$ cat src/rtl/score_tracker.sv
// Running rhythm-game statistics (combo, base/bonus score, accuracy, grade) fed one judged note per handshake.
// Optional SCORE_TRACKER_MAX_COMBO_EN adds a max_combo output tracking the best combo of the song.
module score_tracker #(
    parameter int W         = 21,
    parameter int NOTE_BITS = 16,
    parameter int DIV_BITS  = 32
) (
    input  logic           clk,
    input  logic           rst,
    input  logic           clear,
    input  logic           hit_valid,
    output logic           hit_ready,
    input  logic [1:0]     judge,
    input  logic [1:0]     mod,
    input  logic [3:0]     difficulty,
    output logic [W-1:0]   combo,
    output logic [W-1:0]   base_score,
    output logic [W-1:0]   bonus_score,
    output logic [W-1:0]   acc,
    output logic [2:0]     level,
`ifdef SCORE_TRACKER_MAX_COMBO_EN
    output logic [W-1:0]   max_combo,
`endif
    output logic           stats_valid
);

    localparam int EW = NOTE_BITS + 3;
    localparam int CW = $clog2(DIV_BITS + 1);
    localparam logic [W-1:0] W_MAX = '1;

    typedef enum logic [1:0] {IDLE, UPDATE, DIVIDE, GRADE} state_t;

    state_t                state;
    logic [1:0]            judge_q;
    logic [1:0]            mod_q;
    logic [3:0]            diff_q;
    logic [NOTE_BITS-1:0]  notes;
    logic [EW-1:0]         earned;
    logic [DIV_BITS-1:0]   div_q;
    logic [EW-1:0]         div_rem;
    logic [EW-1:0]         div_divisor;
    logic [CW-1:0]         div_count;

    logic [8:0]            weight;
    logic [2:0]            units;
    logic [4:0]            mult;
    logic                  hit;
    logic [12:0]           base_inc;
    logic [W:0]            base_sum;
    logic [W-1:0]          base_next;
    logic [W-1:0]          combo_next;
    logic [W:0]            bonus_inc;
    logic [W+1:0]          bonus_sum;
    logic [W-1:0]          bonus_next;
    logic [NOTE_BITS-1:0]  notes_next;
    logic [EW:0]           earned_sum;
    logic [EW-1:0]         earned_next;
    logic [DIV_BITS-1:0]   dividend;
    logic [EW-1:0]         divisor;
    logic [EW:0]           trial;
    logic [EW-1:0]         trial_diff;
    logic                  trial_ge;
    logic [W-1:0]          acc_next;
    logic [2:0]            level_next;

    assign hit_ready = (state == IDLE) && !clear;

    // Next-value arithmetic for the update step; every accumulator saturates instead of wrapping.
    always_comb begin
        weight = 9'd0;
        units  = 3'd0;
        case (judge_q)
            2'd3: begin weight = 9'd300; units = 3'd6; end
            2'd2: begin weight = 9'd100; units = 3'd2; end
            2'd1: begin weight = 9'd50;  units = 3'd1; end
            default: begin weight = 9'd0; units = 3'd0; end
        endcase
        hit       = judge_q[1];
        mult      = {1'b0, diff_q} + 5'd1;
        base_inc  = 13'(weight) * 13'(mult);
        base_sum  = (W+1)'(base_score) + (W+1)'(base_inc);
        base_next = base_sum[W] ? W_MAX : base_sum[W-1:0];

        combo_next = '0;
        if (hit)
            combo_next = (combo == W_MAX) ? combo : combo + W'(1);

        case (mod_q)
            2'd1:    bonus_inc = {combo_next, 1'b0};
            2'd2:    bonus_inc = (W+1)'(combo_next >> 1);
            default: bonus_inc = (W+1)'(combo_next);
        endcase
        bonus_sum  = (W+2)'(bonus_score) + (W+2)'(bonus_inc);
        bonus_next = bonus_score;
        if (hit)
            bonus_next = (bonus_sum[W+1:W] != 2'd0) ? W_MAX : bonus_sum[W-1:0];

        notes_next  = (&notes) ? notes : notes + NOTE_BITS'(1);
        earned_sum  = (EW+1)'(earned) + (EW+1)'(units);
        earned_next = earned_sum[EW] ? {EW{1'b1}} : earned_sum[EW-1:0];
        dividend    = DIV_BITS'(earned_next) * DIV_BITS'(10000);
        divisor     = EW'(notes_next) * EW'(6);

        // Remainder stays below the divisor, so the difference always fits EW bits.
        trial      = {div_rem, div_q[DIV_BITS-1]};
        trial_ge   = trial >= {1'b0, div_divisor};
        trial_diff = trial[EW-1:0] - div_divisor;

        acc_next = (div_q > DIV_BITS'(10000)) ? W'(10000) : W'(div_q);
        if (acc_next == W'(10000))
            level_next = 3'd6;
        else if (acc_next >= W'(9500))
            level_next = 3'd5;
        else if (acc_next >= W'(9000))
            level_next = 3'd4;
        else if (acc_next >= W'(8000))
            level_next = 3'd3;
        else if (acc_next >= W'(7000))
            level_next = 3'd2;
        else
            level_next = 3'd1;
    end

    always_ff @(posedge clk) begin
        if (rst || clear) begin
            state       <= IDLE;
            judge_q     <= '0;
            mod_q       <= '0;
            diff_q      <= '0;
            notes       <= '0;
            earned      <= '0;
            div_q       <= '0;
            div_rem     <= '0;
            div_divisor <= '0;
            div_count   <= '0;
            combo       <= '0;
            base_score  <= '0;
            bonus_score <= '0;
            acc         <= '0;
            level       <= '0;
            stats_valid <= 1'b0;
`ifdef SCORE_TRACKER_MAX_COMBO_EN
            max_combo   <= '0;
`endif
        end else begin
            stats_valid <= 1'b0;
            case (state)
                IDLE: begin
                    if (hit_valid) begin
                        judge_q <= judge;
                        mod_q   <= mod;
                        diff_q  <= difficulty;
                        state   <= UPDATE;
                    end
                end
                UPDATE: begin
                    combo       <= combo_next;
                    base_score  <= base_next;
                    bonus_score <= bonus_next;
                    notes       <= notes_next;
                    earned      <= earned_next;
`ifdef SCORE_TRACKER_MAX_COMBO_EN
                    if (combo_next > max_combo)
                        max_combo <= combo_next;
`endif
                    div_q       <= dividend;
                    div_rem     <= '0;
                    div_divisor <= divisor;
                    div_count   <= '0;
                    state       <= DIVIDE;
                end
                DIVIDE: begin
                    // The dividend shifts out of div_q's top while quotient bits shift in at the bottom.
                    if (trial_ge) begin
                        div_rem <= trial_diff;
                        div_q   <= {div_q[DIV_BITS-2:0], 1'b1};
                    end else begin
                        div_rem <= trial[EW-1:0];
                        div_q   <= {div_q[DIV_BITS-2:0], 1'b0};
                    end
                    div_count <= div_count + CW'(1);
                    if (div_count == CW'(DIV_BITS - 1))
                        state <= GRADE;
                end
                GRADE: begin
                    acc         <= acc_next;
                    level       <= level_next;
                    stats_valid <= 1'b1;
                    state       <= IDLE;
                end
                default: state <= IDLE;
            endcase
        end
    end

endmodule

$ cat config.mk
export PLATFORM = sky130hd
export DESIGN_NAME = score_tracker
export DESIGN_NICKNAME = d
export VERILOG_FILES = /design/src/rtl/score_tracker.sv
export SDC_FILE = /design/constraint.sdc
export NUM_CORES = 1
export LEC_CHECK = 0
export ABC_CLOCK_PERIOD_IN_PS = 8300
export CAP_MARGIN = 20
export CORE_MARGIN = 4
export CORE_UTILIZATION = 39
export DETAILED_ROUTE_END_ITERATION = 10
export PLACE_DENSITY = 0.55
export SLEW_MARGIN = 30
export SYNTH_ARGS = -nofsm -noshare
export SYNTH_HDL_FRONTEND = slang
export SYNTH_SLANG_ARGS = --single-unit
$ cat constraint.sdc
create_clock -name clk -period 8.3 [get_ports clk]
set_input_delay 2.075 -clock clk [delete_from_list [all_inputs] [get_ports clk]]
set_output_delay 2.075 -clock clk [all_outputs]
set_load 0.01 [all_outputs]
==> flow_summary.toml, run 1 <==
[run_status]
status = "completed"

[floorplan]
ioPinCount = 101
rows = 75
initial_core_util_pct = 39.4
dieArea_um2 = 45600
die_w_um = 214
die_h_um = 214
core_area_um2 = 41900

[placement]
port_buffers = 100
place_congestion = 0.854
place_hpwl_mm = 30.9
post-place-ws_ns = 0.847

[clock_network]
cts.sinks = 207
clkSlewWorstSetupHoldPaths_ns = 0.06
cts_tree = "yes"
cts-root-buf = "clkbuf_16"
cts_resized = 0
post_cts_buffers = 0
numCtsBuffers = 27
ctsHoldBuffers = 0
cts_buffer_depth = 3
h-tree-depth = 1
clock_latency_ns = 0.55

[setup_path]
crit_path_end_kind = "register"
slowest_stage = "dfxtp_1"
worstPathRequired_ns = 8.70
critPathMaxStageDelay_ns = 0.57
startpoint = "judge_q[0]"
crit_type = "reg2reg"
crit_top_cell = "ha_1"
worst-path-buf-inv = 4
start_kind = "register"
critical-path-top-delay-family = "adder cells"
r2r_start = "judge_q[0]"
crit_fanout = 16
cp.arrival_ns = 7.84

[power_and_ir_drop]
p_leak_uw = 0.00824
peakVddDrop_mv = 0.139
powerDensity_nw_per_um2 = 131
p_total_uw = 2470

[layout]
utilization_pct = 45.0
fin_nets = 2301
n_antenna_cell = 0
syn_to_final_growth_pct = 14.3
drive_gt1_share_pct = 5.87
fillCellCount = 4145

[drt]
wirelength_mm = 41.2
drt-initial-drc-count = 665
dr.pass1.iters = 5
ant_nets = 0
wl_per_cell_um = 15.8
avgViaCountPerCell = 5.31
drc = 0
vias = 13800

[sta]
worst_slew_pin_slew_ns = 0.931
slew_violations = 0
setup_violations = 0
fin_skew_ns = 0.0200
finalWorstSetupSlack_ns = 0.865
slew_headroom_pct = 37.9
hold_ws_ns = 0.447
hold_violations = 0
rsz0062_at_grt = "false"
min_period_over_period_pct = 89.6
period_needed_ns = 7.43
max_freq_mhz = 134
tns_ns = 0

[global_route]
grt_max_degree = 67
grt_overflow = 0
grt_pass1_wl_mm = 69.6
antenna_found_initial = 0
grtUsageTotal_pct = 18.1
grt_pass1_vias = 13800

[logic_synthesis]
synth_warnings = 0
syn-num-nets = 2238
yosysUniqueCellTypes = 79
syn_avg_cell_area_um2 = 8.31
async_reset_ff_share_pct = 0
syn_area_um2 = 16500
synthTopCellsByArea = "dfxtp_1 25%, ha_1 14%, fa_1 7.5%"
synthDominantCellAreaShare_pct = 25.2
synth_most_common_cell = "nor2_1"
synth_edf_count = 0
ys_seq_area_share_pct = 25.2
syn_inst = 1982
synth_area_leader_cell = "dfxtp_1"
ys_ff_latch = 207
synth_common_cells = "219 x nor2_1, 207 x dfxtp_1, 182 x ha_1"
synth_flop_cell = "dfxtp_1"

[hold_path]
hp-start = "base_score[0]"
hold_class = "reg2reg"

[flow_run]
cap_violations = 0
-- cell usage in the layout, fill, tap and decap left out, drive strengths merged, types with 8 or more instances in the layout --
cell type and instances:
clkdlybuf4s50 100, nand2b 17, o211ai 9, a211oi 37
o21ai 120, a22o 11, inv 182, nand2 142
o21a 21, nand4 22, a21o 28, mux2i 64
xnor2 78, fa 62, nor2 219, nor2b 15
or3 15, o221a 33, nand3 53, buf 14
o21bai 8, nor3 28, and3 28, a22oi 24
xor2 56, a31oi 14, ha 182, dfxtp 207
clkbuf 39, and2 26, a21oi 121
-- layout make-up --
type / count / area [um2] / area share (%)
Timing Repair Buffer: 114 / 1110 / 5.87
Clock inverter: 8 / 104 / 0.551
Inverter: 182 / 683 / 3.63
Multi-Input combinational cell: 1513 / 11300 / 60.2
Tap cell: 539 / 674 / 3.58
Sequential cell: 207 / 4140 / 22.0
Clock buffer: 39 / 781 / 4.15
-- state kept, by name, summed over array words and instances, names as in the netlist --
name and cells:
earned 19, base_score 21, div_q 32, div_count 6, stats_valid 1, notes 16
mod_q 2, bonus_score 21, judge_q 2, state 2, level 3, combo 21
div_divisor 17, acc 21, diff_q 4, div_rem 19
-- tightest hold or removal path, cell delays in order (launching register included) --
cell and delay [ns]:
dfxtp_1 0.31, inv_1 0.05, a21oi_1 0.05
-- per-stage QoR --
stage	cells	area, um2
final	2602	18800
after global routing	2602	18800
after CTS	2602	18800
after detailed placement	2555	17900
after global placement	2555	17900
after floorplan	1982	16500
-- per-layer routing --
layer  vias up  GRT usage (%)  part of all wire [%]
li1       7056              -                     -
met1      6499           25.2                    49
met2       223           30.3                    45
met3        47           2.46                   3.8
met4         0           3.58                   1.9
met5         -              0                     0
-- cells by family (layout without fill, tap and decap cells) --
kind of cell             count (synthesis)  count (layout)  synth area share [%]
flip-flops                             207             207                  25.2
XOR/XNOR                               134             134                  7.12
buffers and inverters                  262             343                  6.17
multiplexers                            66              66                  4.02
adder cells (fa/ha/maj)                244             244                  21.4
AND/OR/NAND/NOR                        593             593                  16.9
AO/OA/AOI/OAI                          476             476                  19.3
-- report_power, final --
group | switching [uW] | internal, uW
combinational | 172 | 104
sequential | 13.8 | 1010
clock | 465 | 712
total | 651 | 1820
-- worst paths after layout --
kind / end / slack, ns / depth (start not counted)
max: div_q[30] / 0.87 / 27
min: base_score[0] / 0.45 / 2
max reg2reg: div_q[30] / 0.87 / 27
min reg2reg: base_score[0] / 0.45 / 2
No activity file was read; power rests on OpenSTA's default activity.
==> run 2, diff against run 1 <==
--- a/config.mk
+++ b/config.mk
@@ -10,6 +10,7 @@
 export CORE_MARGIN = 4
 export CORE_UTILIZATION = 39
 export DETAILED_ROUTE_END_ITERATION = 10
+export MAX_ROUTING_LAYER = met4
 export PLACE_DENSITY = 0.55
 export SLEW_MARGIN = 30
 export SYNTH_ARGS = -nofsm -noshare
==> run 2 against run 1 <==
- flip-flop and latch count stayed put
- final cell count hardly changed
- clock power is 8% higher
- fmax is 0.14% lower
==> flow_summary.toml, run 2 (same netlist as run 1, synthesis figures left out) <==
[layout]
fin_cells = 2603
final_common_cell = "nor2_1"
largest-register = "div_q"
n_antenna_cell = 0
fin_nets = 2300
largest_reg_flops = 32
layout_common_cells = "217 x nor2_1, 207 x dfxtp_1, 181 x inv_1"
syn_to_final_growth_pct = 14.8
utilization_pct = 45.2
drive_gt1_share_pct = 5.91

[hold_path]
hold_class = "reg2reg"

[clock_network]
cts-root-buf = "clkbuf_16"
clkSlewWorstSetupHoldPaths_ns = 0.06
cts_resized = 0
cts.sinks = 207
ctsHoldBuffers = 0
post_cts_buffers = 0
cts_tree = "yes"
h-tree-depth = 1
clock_latency_ns = 0.56
cts_buffer_depth = 3
numCtsBuffers = 26

[drt]
dr.pass1.iters = 5
dr_wl_met2_mm = 18.7
wirelength_mm = 41.3
wl_per_cell_um = 15.8
dr.max_layer_used = "met4"
wl_met1_mm = 20.1
vias = 13900
ant_nets = 0
drc = 0
avgViaCountPerCell = 5.33
dr_wl_met3_mm = 1.49
drt-initial-drc-count = 684

[sta]
worst_slew_pin_slew_ns = 0.914
rsz0062_at_grt = "false"
hold_violations = 0
hold_ws_ns = 0.444
max_freq_mhz = 134
slew_headroom_pct = 39.1
setup_violations = 0
min_period_over_period_pct = 89.7
finalWorstSetupSlack_ns = 0.854
period_needed_ns = 7.45
fin_skew_ns = 0.0203
tns_ns = 0
slew_violations = 0

[power_and_ir_drop]
peakVddDrop_mv = 0.142
powerDensity_nw_per_um2 = 136
p_leak_uw = 0.00828

[placement]
place_hpwl_mm = 30.7
port_buffers = 100
place_congestion = 0.868
dp.cells = 2555
post-place-ws_ns = 0.844

[run_status]
status = "completed"

[setup_path]
critPathMaxStageDelay_ns = 0.57
cp.arrival_ns = 7.92
r2r_slack_ns = 0.85
crit_type = "reg2reg"
worst-path-buf-inv = 4
critical-path-top-delay-family = "adder cells"
crit_path_end_kind = "register"
worstPathRequired_ns = 8.77
slowest_stage = "dfxtp_1"
start_kind = "register"
crit_fanout = 16

[floorplan]
die_w_um = 214
core_area_um2 = 41900
rows = 75
ioPinCount = 101
die_h_um = 214
initial_core_util_pct = 39.4
dieArea_um2 = 45600

[flow_run]
cap_violations = 0

[global_route]
grt_overflow = 0
antenna_found_initial = 0
grt_max_degree = 61
grt_pass1_vias = 13700
grtUsageTotal_pct = 18.6
grt_pass1_wl_mm = 69.1
## run 2: changes by cell type in the layout (fill, tap and decap cells not counted), sizes merged
cell / previous run / this run
inv: 182 / 181
clkinvlp: 1 / 0
clkbuf: 39 / 34
clkinv: 5 / 8
bufinv: 2 / 7
## run 2: area by class of cell
cell class	instances	area, um2
clock buffers	34	712
flip-flops and latches	207	4140
inverters	182	683
multi-input cells	1513	11300
fillers	4132	22900
clock inverters	14	245
well taps	539	674
repair buffers	114	1110
## run 2: path summary, 6_finish.rpt
| check | start | depth (start not counted) | to |
|---|---|---|---|
| hold reg to reg | base_score[0] | 2 | base_score[0] |
| setup reg to reg | judge_q[0] | 26 | div_q[29] |
| hold / removal | base_score[0] | 2 | base_score[0] |
| setup / recovery | judge_q[0] | 26 | div_q[29] |
## run 2: through the flow
stage                     instance area (um2)  power [uW]
after detailed placement                17900        1320
after global routing                    18900        2690
after CTS                               18900        2620
after global placement                  17900        1320
after floorplan                         16500        1240
final                                   18900        2580
## run 2: worst reg2reg max path, cell delays in order (launching register included)
cell	delay, ns
dfxtp_1	0.57
nor2b_1	0.40
ha_1	0.24
inv_1	0.05
fa_1	0.37
nand2b_1	0.17
nand2b_1	0.13
and3_1	0.25
nand3_1	0.11
xnor2_1	0.14
nor2_1	0.43
inv_1	0.18
fa_1	0.49
ha_1	0.31
fa_1	0.49
ha_1	0.29
inv_1	0.05
fa_1	0.49
inv_1	0.05
ha_1	0.38
nand4_1	0.18
or3_1	0.38
o21ai_1	0.26
a21oi_1	0.17
or3b_1	0.37
a31o_2	0.24
a31oi_1	0.16
## run 2: layer usage
layer / GRT usage [%] / vias up
met1: 25.2 / 6518
met2: 30.2 / 244
met3: 2.37 / 55
met5: - / -
li1: - / 7045
met4: 3.86 / 0
## run 2: report_power, final
group	internal (uW)	total [uW]	switching, uW	leakage (uW)
registers	1000	1020	13.7	0.00167
clock network	819	1280	465	0.000473
logic	104	277	173	0.00614
total	1930	2580	652	0.00828
==> edit 1, RTL diff (config.mk and constraints of run 2) <==
Put one more register stage on the output `level`. The value now appears one clock later. The other outputs are not delayed to match.
--- a/src/rtl/score_tracker.sv
+++ b/src/rtl/score_tracker.sv
@@ -30,6 +30,8 @@
 
     typedef enum logic [1:0] {IDLE, UPDATE, DIVIDE, GRADE} state_t;
 
+    logic [2:0] level_s0;
+
     state_t                state;
     logic [1:0]            judge_q;
     logic [1:0]            mod_q;
@@ -137,7 +139,7 @@
             base_score  <= '0;
             bonus_score <= '0;
             acc         <= '0;
-            level       <= '0;
+            level_s0    <= '0;
             stats_valid <= 1'b0;
 `ifdef SCORE_TRACKER_MAX_COMBO_EN
             max_combo   <= '0;
@@ -184,7 +186,7 @@
                 end
                 GRADE: begin
                     acc         <= acc_next;
-                    level       <= level_next;
+                    level_s0    <= level_next;
                     stats_valid <= 1'b1;
                     state       <= IDLE;
                 end
@@ -193,5 +195,9 @@
         end
     end
 
+    always_ff @(posedge clk) begin
+        level <= level_s0;
+    end
+
 endmodule
 
Function: same outputs for any inputs over 4 cycles, from zero or initial values; that may be too few to reach the edited logic, so the function may still have changed.
==> edit 1 against run 2 <==
- sequential cell count is 3 higher
- final cell count is 2.0% higher
- design area is 1.3% higher
- clock power is 5% higher
- wire length is 7.5% higher
- synthesized area is 1.1% higher
- largest cell class unchanged
- setup slack better by 0.17 ns
- maximum frequency is 2.3% higher
- total power is 2.9% higher
==> edit 1: results (changes against run 2) <==
# port buffers=100 (unchanged); H-tree depth=1 (unchanged); antenna cells=0 (unchanged); Startpoint Class=flop; WL final=44350 µm (+7.5%); max_slew headroom=41.39% (+2.3 points); ys async rst share=0% (unchanged); dpl hpwl=33450 µm (+8.8%); CTS Buffer Depth=3 (unchanged); drt initial violations=765 (+12%); number of cells on the worst reg-to-reg path=27 (+3.8%); Synth cell types=85 (+7.6%); syn nets=2297 (+2.6%); vias in the first global route=13870 (+0.87%); crit-path max FO=16 (unchanged); top post-synthesis cells by count=dfxtp_1, nor2_1, ha_1, inv_1, a21oi_1; Final nets=2351 (+2.2%); initial antenna violation count=0 (unchanged); Hold Fails Final Rpt=0 (unchanged); Arrival @ worst endpoint=7.78 ns (-0.14 ns); clock root cell=clkbuf_16; Post-CTS Resized=0 (unchanged); RR Endpoint=div_q[30]$_SDFFE_PP0P_; Biggest register=div_q; P_leak=8.211 nW (-0.85%); top cell type's share of synthesized area=25.23% (+0.079 points); share of layout cells above drive strength 1=5.007% (-0.90 points); vias per cell=5.471 (+2.7%); hold path depth=0 (-2); GRT Util Overall=19.16% (+0.57 points); setup bufs post-CTS=0 (unchanged); Synthesis Warnings=0 (unchanged); Peak VDD IR=0.0001598 V (+13%); clock skew=0.01026 ns (-0.01001 ns); Worst Min Path Start=level_s0[1]$_SDFFE_PP0P_; Largest register FFs=32 (unchanged); CP endpoint kind=flop; worst skew pair latency=0.56 ns (about the same); FF-to-FF Start=judge_q[0]$_SDFFE_PP0P_; CTS Buf Count=28 (+7.7%); hold-fix buffers at CTS=0 (unchanged); largest net degree at the start of global routing=73 (+20%); Tightest Hold Check Type=flop to flop; sequential area share after synthesis=25.23% (+0.079 points); first-pass GRT wire length=72530 µm (+4.9%); global placement routability congestion=0.8711 (+0.39%); flop-to-flop setup slack=1.02 ns (+0.17 ns); DR pass1 iterations=5 (unchanged); outcome=finished, final reports clean; Hold WS=0.3638 ns (-0.08004 ns); Hold Path End=level[1]$_DFF_P_; Area contributors post-synth=dfxtp_1, ha_1, fa_1; Clock transition at path regs=0.06 ns (about the same)
==> edit 1: cell count changes after synthesis, sizes merged, moves of 12 or more <==
cell          run 2  this run
a21oi           121       163
nor2            219       189
mux2i            64        38
o221a            33        12
o21ai           120       140
xnor2            78        58
nand2           142       156
nor3             28        41
nor2b            15        27
==> edit 1: critical path, cell delays in order, from the launching register on <==
cell and delay [ns]:
dfxtp_1 0.58, nor2b_1 0.41, ha_1 0.24, inv_1 0.05
fa_1 0.37, nor2b_1 0.31, nor2_1 0.07, nor2_1 0.19
nand3_1 0.11, xor2_1 0.13, and2_1 0.32, inv_1 0.14
fa_1 0.48, ha_1 0.31, fa_1 0.49, ha_1 0.28
inv_1 0.05, fa_1 0.50, inv_1 0.04, ha_1 0.24
a2111oi_2 0.36, a21oi_1 0.09, a41o_1 0.22, a31o_1 0.23
a221o_1 0.40, a31oi_4 0.27, mux2i_1 0.22, a22o_1 0.14
==> edit 1: kinds of logic (layout without fill, tap and decap cells) <==
kind of cell	count (synthesis)	after routing	synth area share (%)
compound gates	550	550	21.45
xor+xnor	114	114	5.992
fa+ha+maj	244	244	21.12
buf+inv	263	339	6.052
flops	210	210	25.23
mux	39	39	2.350
simple gates	621	621	17.80
==> edit 1: routing by layer <==
| layer | track usage (%) | vias up | part of all wire, % |
|---|---|---|---|
| met5 | - | - | 0 |
| met4 | 4.344 | 0 | 2.4 |
| met3 | 2.246 | 55 | 3.8 |
| met2 | 31.94 | 275 | 47 |
| met1 | 25.12 | 6872 | 47 |
| li1 | - | 7329 | - |
==> edit 1: through the flow <==
step | std cells | worst slack [ns] | area (µm²) | utilization (%)
2_1_floorplan | 2041 | 1.343 | 16660 | -
3_3_place_gp | 2604 | 1.268 | 18100 | 42.96
3_5_place_dp | 2604 | 1.073 | 18100 | 42.96
4_1_cts | 2656 | 0.9839 | 19140 | 45.42
5_1_grt | 2656 | 0.4980 | 19150 | 45.45
6_report | 2656 | 1.023 | 19150 | 45.45
==> edit 1: power by group <==
part           total (mW)  switching (mW)  internal, mW  leakage [nW]
logic               0.280           0.180         0.100          6.02
registers            1.03          0.0136          1.02          1.69
clock network        1.34           0.495         0.845         0.498
==> edit 1: area by class of cell <==
cell class              instances  area [µm²]
clock inverters                15       217.7
multi-input cells            1568       11490
flip-flops and latches        210        4204
well taps                     539       674.4
repair buffers                111        1084
inverters                     176       660.6
clock buffers                  37       815.8
fillers                      4205       22990
==> edit 2, RTL diff (settings of run 2) <==
Without the edit above. Build with the macro `SCORE_TRACKER_MAX_COMBO_EN` defined.
--- a/src/rtl/score_tracker.sv
+++ b/src/rtl/score_tracker.sv
@@ -1,5 +1,7 @@
 // Running rhythm-game statistics (combo, base/bonus score, accuracy, grade) fed one judged note per handshake.
 // Optional SCORE_TRACKER_MAX_COMBO_EN adds a max_combo output tracking the best combo of the song.
+`define SCORE_TRACKER_MAX_COMBO_EN
+
 module score_tracker #(
     parameter int W         = 21,
     parameter int NOTE_BITS = 16,
Formal check against the unedited RTL (old outputs only; new: max_combo): equivalent (Yosys induction, for registers that start in step).
==> edit 2 against run 2 <==
- total power grew 7.7%
- combinational power fell by 10%
- wire length grew 13%
- design area is 10% higher
- sequential cell count rose by 21
- synthesized area is 9.4% higher
- core utilization rose by 0.48 points
- setup slack better by 0.040 ns
- count of clock-buffer cells in the layout increased by 15
- maximum frequency increased by 0.53%
- critical path type unchanged
- largest cell class unchanged
- largest power group unchanged
==> edit 2: results (changes against run 2) <==
outcome=finished, final reports clean; Synthesis Warnings=0 (unchanged); global placement routability congestion=0.8609 (-0.78%); largest net degree at the start of global routing=78 (+28%); Comb power=0.249 mW (-10%); P_int=2.065 mW (+7.1%); initial antenna violation count=0 (unchanged); WL final=46530 µm (+13%); Area contributors post-synth=dfxtp_1, ha_1, fa_1; dpl hpwl=34880 µm (+13%); clock skew=0.03117 ns (+0.01090 ns); Largest register FFs=32 (unchanged); Worst path max stage delay=0.55 ns (-0.02 ns); CTS Buffer Depth=3 (unchanged); Arrival @ worst endpoint=7.81 ns (-0.11 ns); Top FF cell, synth=dfxtp_1; Post-CTS Resized=0 (unchanged); CP delay by family, top=simple AND/OR/NAND/NOR gates; setup bufs post-CTS=0 (unchanged); Synth cell types=74 (-6.3%); CTS Buf Count=34 (+31%); sequential area share after synthesis=25.32% (+0.17 points); Worst-Margin Slew=0.9167 ns (+0.002588 ns); Final nets=2529 (+10%); CP max-delay cell=nor4_1; Via Count=15350 (+11%); clock root cell=clkbuf_16; P_leak=8.981 nW (+8.4%); DR pass1 iterations=5 (unchanged); Peak VDD IR=0.0001293 V (-8.7%); drt initial violations=838 (+23%); antenna cells=0 (unchanged); fillers=4502 (+9.0%); Sequential Power Share=40.2% (+0.7 points); ys async rst share=0% (unchanged); # port buffers=121 (+21%); first-pass GRT wire length=76850 µm (+11%); worst skew pair latency=approximately 0.55 ns; Placed Area=0.01968 mm² (+9.7%); GRT Util Overall=18.85% (+0.25 points); top post-synthesis cells by count=dfxtp_1, ha_1, inv_1, nand2_1, nor2_1; Clock transition at path regs=0.05 ns; crit-path max FO=10 (-6); share of layout cells above drive strength 1=4.174% (-1.7 points); H-tree depth=2 (+1)
[edit 2: routing by layer]
layer | vias to the layer above | global-route usage [%] | wire (µm)
li1 | 7794 | - | -
met2 | 241 | 30.10 | 21390
met5 | - | - | 0
met3 | 71 | 3.342 | 1709
met4 | 0 | 5.190 | 1110
met1 | 7246 | 24.72 | 22320
[edit 2: final timing paths]
kind | startpoint | end | slack (ns) | cells past startpoint
setup / recovery | judge_q[0]$_SDFFE_PP0P_ | div_q[29]$_SDFFE_PP0P_ | 0.89 | 27
hold reg to reg | acc[16]$_SDFFE_PP0P_ | acc[16]$_SDFFE_PP0P_ | 0.46 | 1
setup reg to reg | judge_q[0]$_SDFFE_PP0P_ | div_q[29]$_SDFFE_PP0P_ | 0.89 | 27
hold / removal | acc[16]$_SDFFE_PP0P_ | acc[16]$_SDFFE_PP0P_ | 0.46 | 1
[edit 2: kinds of logic after synthesis]
family	Yosys count	share of synthesized area, %
and+or+nand+nor	643	17.29
AOI/OAI and AO/OA	536	18.60
buffers and inverters	298	6.275
adders and majority gates	265	20.98
DFF	228	25.32
xor gates and xnor gates	133	6.463
muxes	91	5.067
[edit 2: area by class of cell]
cell class              count  area [µm²]  area share (%)
repair buffers            133        1321           6.349
clock buffers              49       957.2           4.600
multi-input cells        1668       12380           59.51
well taps                 600       750.7           3.607
flip-flops and latches    228        4564           21.93
clock inverters            11       131.4          0.6313
inverters                 187       701.9           3.373
[edit 2: stage by stage]
stage / instances / worst slack (ns) / utilization (%) / power (mW)
floorplan: 2194 / 1.537 / - / 1.320
global placement: 2815 / 1.183 / 43.19 / 1.386
detailed placement: 2815 / 0.9243 / 43.19 / 1.388
CTS: 2875 / 0.8718 / 45.58 / 2.825
global route: 2876 / 0.2934 / 45.66 / 2.899
finish: 2876 / 0.8940 / 45.66 / 2.778
